### src/rtl/vga_capture_monitor.sv
// vga_capture_monitor
// Measures the timing of an incoming 12-bit VGA stream and, on request, grabs
// a rectangular window of one complete frame into an external RAM write port.
//
// Ports:
//   clk, reset_n                 pixel clock, async active-low reset
//   vga_hs/vs/de, vga_r/g/b      video input (RGB444)
//   cap_req                      capture request (level)
//   cap_busy, cap_done           capture armed/running, end-of-capture pulse
//   cap_words                    words written by the last completed capture
//   mem_we, mem_addr, mem_d      RAM write port, data = {r,g,b}
//   h_total, h_active            clocks per line, DE pixels per line
//   v_total, v_active            lines per frame, DE lines per frame
//   meas_valid                   measurements cover at least one full frame
module vga_capture_monitor #(
  parameter bit          HS_POL     = 1'b0,
  parameter bit          VS_POL     = 1'b0,
  parameter int unsigned WIN_X      = 0,
  parameter int unsigned WIN_Y      = 0,
  parameter int unsigned WIN_W      = 160,
  parameter int unsigned WIN_H      = 120,
  parameter int unsigned ADDR_WIDTH = 15
) (
  input  logic                  clk,
  input  logic                  reset_n,
  input  logic                  vga_hs,
  input  logic                  vga_vs,
  input  logic                  vga_de,
  input  logic [3:0]            vga_r,
  input  logic [3:0]            vga_g,
  input  logic [3:0]            vga_b,
  input  logic                  cap_req,
  output logic                  cap_busy,
  output logic                  cap_done,
  output logic [ADDR_WIDTH:0]   cap_words,
  output logic                  mem_we,
  output logic [ADDR_WIDTH-1:0] mem_addr,
  output logic [11:0]           mem_d,
  output logic [11:0]           h_total,
  output logic [11:0]           h_active,
  output logic [11:0]           v_total,
  output logic [11:0]           v_active,
  output logic                  meas_valid
);

  localparam int unsigned Area = WIN_W * WIN_H;
  localparam logic [ADDR_WIDTH:0] WordOne = 1;

  typedef enum logic [1:0] {StIdle, StArm, StCapt, StDone} state_e;

  function automatic logic [11:0] sat_inc(input logic [11:0] v);
    return (v == 12'hfff) ? v : v + 12'd1;
  endfunction

  // Input stage S1 and edge-detect stage S2
  logic        hs_s1_q, vs_s1_q, de_s1_q, req_s1_q, hs_s2_q, vs_s2_q;
  logic [11:0] rgb_s1_q;

  logic [11:0] hcnt_q, x_q, y_q, vcnt_q, line_total_q, line_active_q;
  logic        vs_seen_q;

  state_e              state_q;
  logic [ADDR_WIDTH:0] wr_cnt_q;

  logic        hs_lead, vs_lead, in_win;
  logic [11:0] pix_x, pix_y, vcnt_l, line_total_l, line_active_l, v_active_l;
  logic [31:0] x_off, y_off;

  assign hs_lead = (hs_s1_q == HS_POL) && (hs_s2_q != HS_POL);
  assign vs_lead = (vs_s1_q == VS_POL) && (vs_s2_q != VS_POL);

  // Line-end effects are folded in first so a coincident VS edge sees them.
  always_comb begin
    pix_x         = hs_lead ? 12'd0 : x_q;
    pix_y         = y_q;
    vcnt_l        = vcnt_q;
    line_total_l  = line_total_q;
    line_active_l = line_active_q;
    if (hs_lead) begin
      vcnt_l       = sat_inc(vcnt_q);
      line_total_l = hcnt_q;
      if (x_q != 12'd0) begin
        pix_y         = sat_inc(y_q);
        line_active_l = x_q;
      end
    end
    v_active_l = (pix_x != 12'd0) ? sat_inc(pix_y) : pix_y;
    // Unsigned wrap makes coordinates left of/above the window fail the test.
    x_off  = 32'(pix_x) - WIN_X;
    y_off  = 32'(pix_y) - WIN_Y;
    in_win = de_s1_q && (x_off < WIN_W) && (y_off < WIN_H) && (32'(wr_cnt_q) < Area);
  end

  always_ff @(posedge clk or negedge reset_n) begin
    if (!reset_n) begin
      // Sync stages reset to the active level so release never fakes an edge.
      hs_s1_q  <= HS_POL;
      hs_s2_q  <= HS_POL;
      vs_s1_q  <= VS_POL;
      vs_s2_q  <= VS_POL;
      de_s1_q  <= 1'b0;
      req_s1_q <= 1'b0;
      rgb_s1_q <= '0;
    end else begin
      hs_s1_q  <= vga_hs;
      hs_s2_q  <= hs_s1_q;
      vs_s1_q  <= vga_vs;
      vs_s2_q  <= vs_s1_q;
      de_s1_q  <= vga_de;
      req_s1_q <= cap_req;
      rgb_s1_q <= {vga_r, vga_g, vga_b};
    end
  end

  always_ff @(posedge clk or negedge reset_n) begin
    if (!reset_n) begin
      hcnt_q        <= '0;
      x_q           <= '0;
      y_q           <= '0;
      vcnt_q        <= '0;
      line_total_q  <= '0;
      line_active_q <= '0;
      vs_seen_q     <= 1'b0;
      h_total       <= '0;
      h_active      <= '0;
      v_total       <= '0;
      v_active      <= '0;
      meas_valid    <= 1'b0;
    end else begin
      hcnt_q        <= hs_lead ? 12'd1 : sat_inc(hcnt_q);
      x_q           <= de_s1_q ? sat_inc(pix_x) : pix_x;
      y_q           <= vs_lead ? 12'd0 : pix_y;
      vcnt_q        <= vs_lead ? 12'd0 : vcnt_l;
      line_total_q  <= line_total_l;
      line_active_q <= line_active_l;
      if (vs_lead) begin
        h_total   <= line_total_l;
        h_active  <= line_active_l;
        v_total   <= vcnt_l;
        v_active  <= v_active_l;
        vs_seen_q <= 1'b1;
        // First frame after reset is partial; only the second edge validates.
        if (vs_seen_q) meas_valid <= 1'b1;
      end
    end
  end

  always_ff @(posedge clk or negedge reset_n) begin
    if (!reset_n) begin
      state_q   <= StIdle;
      cap_busy  <= 1'b0;
      cap_done  <= 1'b0;
      cap_words <= '0;
      mem_we    <= 1'b0;
      mem_addr  <= '0;
      mem_d     <= '0;
      wr_cnt_q  <= '0;
    end else begin
      mem_we   <= 1'b0;
      cap_done <= 1'b0;
      unique case (state_q)
        StIdle: begin
          if (req_s1_q) begin
            state_q  <= StArm;
            cap_busy <= 1'b1;
          end
        end
        StArm: begin
          if (vs_lead) begin
            state_q  <= StCapt;
            wr_cnt_q <= '0;
          end
        end
        StCapt: begin
          if (vs_lead) begin
            state_q   <= StDone;
            cap_busy  <= 1'b0;
            cap_done  <= 1'b1;
            cap_words <= wr_cnt_q;
          end else if (in_win) begin
            mem_we   <= 1'b1;
            mem_addr <= wr_cnt_q[ADDR_WIDTH-1:0];
            mem_d    <= rgb_s1_q;
            wr_cnt_q <= wr_cnt_q + WordOne;
          end
        end
        StDone: state_q <= StIdle;
        default: state_q <= StIdle;
      endcase
    end
  end

endmodule

### config.mk
export PLATFORM = sky130hd
export DESIGN_NAME = vga_capture_monitor
export DESIGN_NICKNAME = d
export VERILOG_FILES = /design/src/rtl/vga_capture_monitor.sv
export SDC_FILE = /design/constraint.sdc
export NUM_CORES = 1
export LEC_CHECK = 0
export CORE_MARGIN = 3
export CORE_UTILIZATION = 35
export DETAILED_ROUTE_END_ITERATION = 10
export PLACE_DENSITY_LB_ADDON = 0.05
export SLEW_MARGIN = 20
export SYNTH_ARGS = -nofsm -noshare
export SYNTH_HDL_FRONTEND = slang
export SYNTH_SLANG_ARGS = --single-unit
export TNS_END_PERCENT = 10
### constraint.sdc
create_clock -name clk -period 4.95 [get_ports clk]
set_input_delay 0.99 -clock clk [delete_from_list [all_inputs] [get_ports clk]]
set_output_delay 0.99 -clock clk [all_outputs]
set_load 0.1 [all_outputs]
# Word-level counts from Yosys, hierarchy flattened
# Index checks and enable logic that the tools add are counted.
[totals]
out_inout_bits = 95
elab_cells = 102
register_bits = 204
[classes]
bitwise = 3
n_eq_ne = 14
addsub = 6
n_reduce_logical = 16
n_mux = 33
order_cmp = 3
[ops]
columns = ["op", "n"]
rows = [
  ["two-way mux 12 bit", 17],
  ["adder 12 x 1 -> 12 bit, second input constant", 5],
  ["equality test 12 bit, second input constant", 5],
  ["two-way mux 16 bit", 3],
  ["case mux 16 bit (2 select lines)", 1],
  ["nonzero test 12 bit", 2],
  ["adder 16 x 1 -> 16 bit, second input constant", 1],
  ["less-than comparator 16 x 15 -> 1 bit, second input constant", 1],
  ["less-than comparator 12 x 7 -> 1 bit, second input constant", 1],
  ["less-than comparator 12 x 8 -> 1 bit, second input constant", 1],
  ["inequality test 2 bit, second input constant", 6],
  ["AND reduction 3 bit", 3],
  ["case mux 2 bit (4 select lines)", 1],
  ["two-way mux 1 bit", 7],
  ["two-way mux 2 bit", 3],
  ["logical AND 1 bit", 5],
  ["equality test 2 bit, second input constant", 2],
  ["AND reduction 2 bit", 2],
  ["AND reduction 4 bit", 1],
  ["nonzero test 2 bit", 2],
  ["inverter 1 bit", 3],
  ["equality test 2 x 1 -> 1 bit, second input constant", 1],
  ["logical NOT 2 bit", 1],
  ["case mux 1 bit (2 select lines)", 1],
]

# Longest topological paths before layout
[depth]
word_depth = 10
ltp_mapped = 13
mapped_depth_nobuf = 12

# Least setup slack after synthesis
# No wires, ideal clock.
[synth_timing]
kind = "register to register"
startpoint = "reg x_q[2]"
endpoint = "reg mem_addr[0]"
slack_ns = 1.738
setup_ns = 0.125
synth_period_minus_slack_ns = 3.212
arrival_ns = 3.086
path_buffers = 3
stages_incl_launch_ff = 10
path_cell_list = "dfrtp_1 or4_4 o41a_1 buf_6 a41oi_2 o2111ai_1 a2111oi_4 buf_4 buf_4 mux2_2"
[synth_between]
elab_chain_len = 7
elab_cells_between_ends = 10
cone_classes = "order compare (2); mux (3); reduce/logical (5)"
[synth_rtl]
columns = ["element", "line", "text"]
rows = [
  ["start: declaration", "59", "logic [11:0] hcnt_q, x_q, y_q, vcnt_q, line_total_q, line_active_q;"],
  ["start signal: assignment", "131", "x_q <= de_s1_q ? sat_inc(pix_x) : pix_x;"],
  ["nonzero test 12 bit", "82", "if (x_q != 12'd0) begin"],
  ["two-way mux 12 bit", "82", ""],
  ["two-way mux 12 bit", "79", "if (hs_lead) begin"],
  ["less-than comparator 12 x 7 -> 1 bit", "91", "in_win = de_s1_q && (x_off < WIN_W) && (y_off < WIN_H) && (32'(wr_cnt_q) < Area);"],
  ["logical AND 1 bit * (2 in series)", "91", ""],
  ["AND reduction 3 bit (no source line) *", "n/a", ""],
  ["end signal: assignment", "182", "mem_addr <= wr_cnt_q[ADDR_WIDTH-1:0];"],
  ["end: declaration", "37", "output logic [ADDR_WIDTH-1:0] mem_addr,"],
]
# Every way passes the cells marked *; elsewhere a longest branch is shown, timed or not.
# A chain may end at the register's enable or synchronous reset.

# Final worst setup path
[layout_timing]
startpoint = "reg x_q[2]"
endpoint = "reg wr_cnt_q[6]"
[layout_between]
elab_chain_len = 8
elab_cells_between_ends = 11
cone_classes = "order compare (2); eq/ne (1); mux (3); reduce/logical (5)"
[layout_rtl]
columns = ["element", "line", "text"]
rows = [
  ["nonzero test 12 bit", "82", ""],
  ["two-way mux 12 bit", "82", ""],
  ["two-way mux 12 bit", "79", ""],
  ["less-than comparator 12 x 7 -> 1 bit", "91", ""],
  ["logical AND 1 bit * (2 in series)", "91", ""],
  ["inequality test 2 bit (no source line) *", "n/a", ""],
  ["AND reduction 4 bit (no source line) *", "n/a", ""],
  ["end signal: assignment", "184", "wr_cnt_q <= wr_cnt_q + WordOne;"],
  ["end: declaration", "63", "logic [ADDR_WIDTH:0] wr_cnt_q;"],
]
# Marks and branches as above.

==> out/qor.csv <==
stage;metric;value;unit
cts;H-tree depth;1;
run_status;status;completed;
timing;Final min period;3.926;ns
die;Ports;113;
logic_synthesis;warnings from Yosys;0;
power;Seq pwr share;36.8;%
logic_synthesis;Async SR Flop Fraction;100.0;%
critical_path;Top Family by Delay on Critical Path;compound AO/OA/AOI/OAI gates;
cts;CTS clk-pin slew, worst paths;0.06;ns
drt;Vias;6460;
logic_synthesis;Distinct cells, synth;59;
die;Die X;165.7;µm
critical_path;Worst Setup End Kind;flip-flop;
die;core box area;24680;µm²
cts;CTS tree;built;
grt;first-pass GRT wire length;35480;µm
critical_path;Worst path slowest cell;o41a_1;
power;combinational share of power;32.4;%
timing;Final Setup Violations;0;
cts;latest clock arrival within the worst-skew pair;0.52;ns
logic_synthesis;mapped cell area;8926;µm²
critical_path;Critical Path RT;5.32;ns
die;DIE AREA;27450;µm²
final_layout;NumNets Final;990;
critical_path;Arrival @ worst endpoint;4.29;ns
timing;fmax;254.7;MHz
logic_synthesis;top_reg_cell synth;dfrtp_1;
timing;Worst-Margin Slew;1.048;ns
cts;post-CTS setup buffers;0;
drt;wire length per cell;15.89;µm
cts;clock sinks;204;
critical_path;Max stage delay on crit path;0.75;ns
grt;GRT Total Usage;15.35;%
drt;DRC;0;
cts;total CTS buffers;25;
cts;Bufs on Longest Clock Path;3;
logic_synthesis;top cell type's share of synthesized area;57.19;%
grt;initial antenna violation count;0;
logic_synthesis;syn_nets;874;
worst_hold_path;Min-Delay Path Class;reg -> reg;
drt;Vias per Instance;4.958;
timing;Max transition margin;29.91;%
logic_synthesis;flop and latch count out of synthesis;204;
power;Max rail drop VDD;0.3031;mV
critical_path;most frequent CP cell;buf_4;
cts;root buf cell;clkbuf_16;
critical_path;worst setup path startpoint;x_q[2];
flow_run;max-cap violation count;0;
timing;final hold vios;0;
timing;Setup TNS;0;ns
logic_synthesis;synth cell count leaders;dfrtp_1, nand2_1, nor2_1, mux2_2, nand3_1;
logic_synthesis;synth top area cells;dfrtp_1, nand2_1, mux2_2;
placement;GP Congestion;0.7817;
drt;Starting DRT DRC Count;444;
grt;vias in the first global route;6511;
logic_synthesis;area leader, netlist;dfrtp_1;
power;clock share of power;30.8;%
critical_path;critical path type;reg -> reg;
final_layout;Area growth syn-to-layout;25.36;%
final_layout;area of the multi-input gates;3631;µm²
grt;pin count of the biggest net entering global routing;93;
final_layout;Finished Cell Area;11190;µm²
timing;unrepaired setup endpoints after global routing;no;
drt;router iterations before antenna repair;4;
die;Die Y;165.7;µm
final_layout;layout filler cell count;2420;
critical_path;Buf/Inv on CP;2;
final_layout;Final Core Density;45.35;%
critical_path;Critical R2R Launch;x_q[2];
power;P_sw;0.002124;W
power;Leak;5.046;nW
critical_path;cell breakdown of the critical path;or4_4 > o41a_1 > a41oi_2 > o2111ai_1 > a2111oi_4 > buf_4 > o21ai_0 > buf_4 > nand2_1 > o311ai_0;
placement;port buffer count;112;
power;Pint;0.003342;W
placement;Area after DPL;10430;µm²
final_layout;share of cells above drive strength 1;11.03;%
power;Net Sw Frac;38.86;%
grt;GR Overflow Total;0;
timing;Final Cycle Share;79.31;%
die;starting density of the core;36.17;%
logic_synthesis;Cells after Synth;846;
logic_synthesis;Mapped Avg Cell Area;10.55;µm²
cts;CTS Hold Bufs;0;
power;P per Cell Area;488.5;nW/µm²
die;FP Rows;57;
drt;DRT antenna net count;0;
drt;drt total wl;20710;µm
critical_path;nature of the critical path startpoint;flip-flop;
critical_path;crit path max fanout;29;
worst_hold_path;Hold Path Origin;hs_s1_q;
timing;Final Skew;0.01246;ns
final_layout;diode count;0;
logic_synthesis;sequential-to-total area share from yosys stat;57.19;%
placement;Post-DP HPWL;14000;µm
logic_synthesis;EDFF count, synth;0;
final_layout;register area;5105;µm²
logic_synthesis;most numerous cell in the Yosys netlist;dfrtp_1;
cts;cts repair resizes;0;
timing;Final Max Slew Viols;0;
logic make-up (layout without fill, tap and decap cells):
group / after synthesis / count (layout) / synth area share, %
flops: 204 / 204 / 57.19
simple gates: 388 / 388 / 20.31
mux: 55 / 55 / 6.813
buf+inv: 49 / 182 / 2.271
compound gates: 104 / 104 / 8.481
xor+xnor: 36 / 36 / 3.532
fa+ha+maj: 10 / 10 / 1.402
flip-flops by register name (all words and copies together) (netlist names), 2 cells and up:
register / count
cap_words: 16
wr_cnt_q: 16
mem_addr: 15
h_active: 12
h_total: 12
hcnt_q: 12
line_active_q: 12
line_total_q: 12
mem_d: 12
rgb_s1_q: 12
v_active: 12
v_total: 12
vcnt_q: 12
x_q: 12
y_q: 12
state_q: 2
power groups by stage:
stage	registers, W	logic [W]	clock network, W
3_5_place_dp	0.00204	0.00179	0
6_report	0.00201	0.00177	0.00169
5_1_grt	0.00204	0.00188	0.00183
4_1_cts	0.00201	0.00179	0.00175
2_1_floorplan	0.00287	0.000494	0
3_3_place_gp	0.00204	0.00179	0
worst register-to-register path, stage by stage, from the launching register on:
cell and delay, ns:
dfrtp_1 0.44, or4_4 0.58, o41a_1 0.75, a41oi_2 0.35
o2111ai_1 0.24, a2111oi_4 0.44, buf_4 0.44, o21ai_0 0.13
buf_4 0.20, nand2_1 0.08, o311ai_0 0.13
through the flow:
step / cells / hold WS, ns / setup WS, ns / power, W
floorplan: 846 / 0.3664 / 1.738 / 0.003360
CTS: 1303 / 0.4349 / 0.9840 / 0.005554
global placement: 1259 / 0.4204 / 1.086 / 0.003830
detailed placement: 1259 / 0.4344 / 0.9981 / 0.003834
global route: 1303 / 0.4550 / 0.6997 / 0.005754
finish: 1303 / 0.4282 / 1.024 / 0.005466
worst paths after layout:
path,end,slack (ns),cells after the start
max in group asynchronous,mem_d[0],3.45,2
min in group asynchronous,v_active[4],0.52,1
min,hs_s2_q,0.43,0
max reg2reg,wr_cnt_q[6],1.02,10
min reg2reg,hs_s2_q,0.43,0
max,wr_cnt_q[6],1.02,10
layout by cell type (no fill, tap or decap), types with 4 or more instances in the layout:
cell type / netlist / routed
a41oi_1: 5 / 5
mux2i_1: 9 / 9
a21oi_1: 7 / 7
nor2_1: 78 / 78
mux2_2: 45 / 45
or2_2: 4 / 4
clkbuf_1: 30 / 8
clkdlybuf4s50_1: 0 / 111
xor2_1: 15 / 15
and3_1: 16 / 16
nand3b_1: 4 / 4
o31ai_1: 4 / 4
and4_1: 10 / 10
o211ai_1: 14 / 14
and2_1: 8 / 8
nand2_1: 170 / 170
a31oi_1: 18 / 18
clkbuf_16: 0 / 25
nand2b_1: 7 / 6
o311ai_0: 5 / 5
nand3_1: 36 / 36
nor3_1: 12 / 12
xnor2_1: 21 / 21
buf_4: 3 / 12
nor4_1: 5 / 5
nand4_1: 18 / 18
clkbuf_8: 0 / 6
or4b_1: 4 / 4
o21ai_0: 27 / 27
ha_1: 10 / 10
dfrtp_1: 204 / 204
inv_1: 13 / 13
layout make-up:
class	count	share of cell area, %
Multi-Input combinational cell	593	32.45
Sequential cell	204	45.62
Inverter	13	0.4361
Timing Repair Buffer	125	11.04
Clock inverter	6	0.3578
Clock buffer	38	6.474
Tap cell	324	3.623
metal layers:
metal / part of all wire (%) / GRT usage [%]
met5: 0 / 0
met4: 2.1 / 3.725
met3: 3.0 / 2.359
met1: 46 / 21.53
met2: 48 / 25.21
Power figures use the tool's default switching activity.
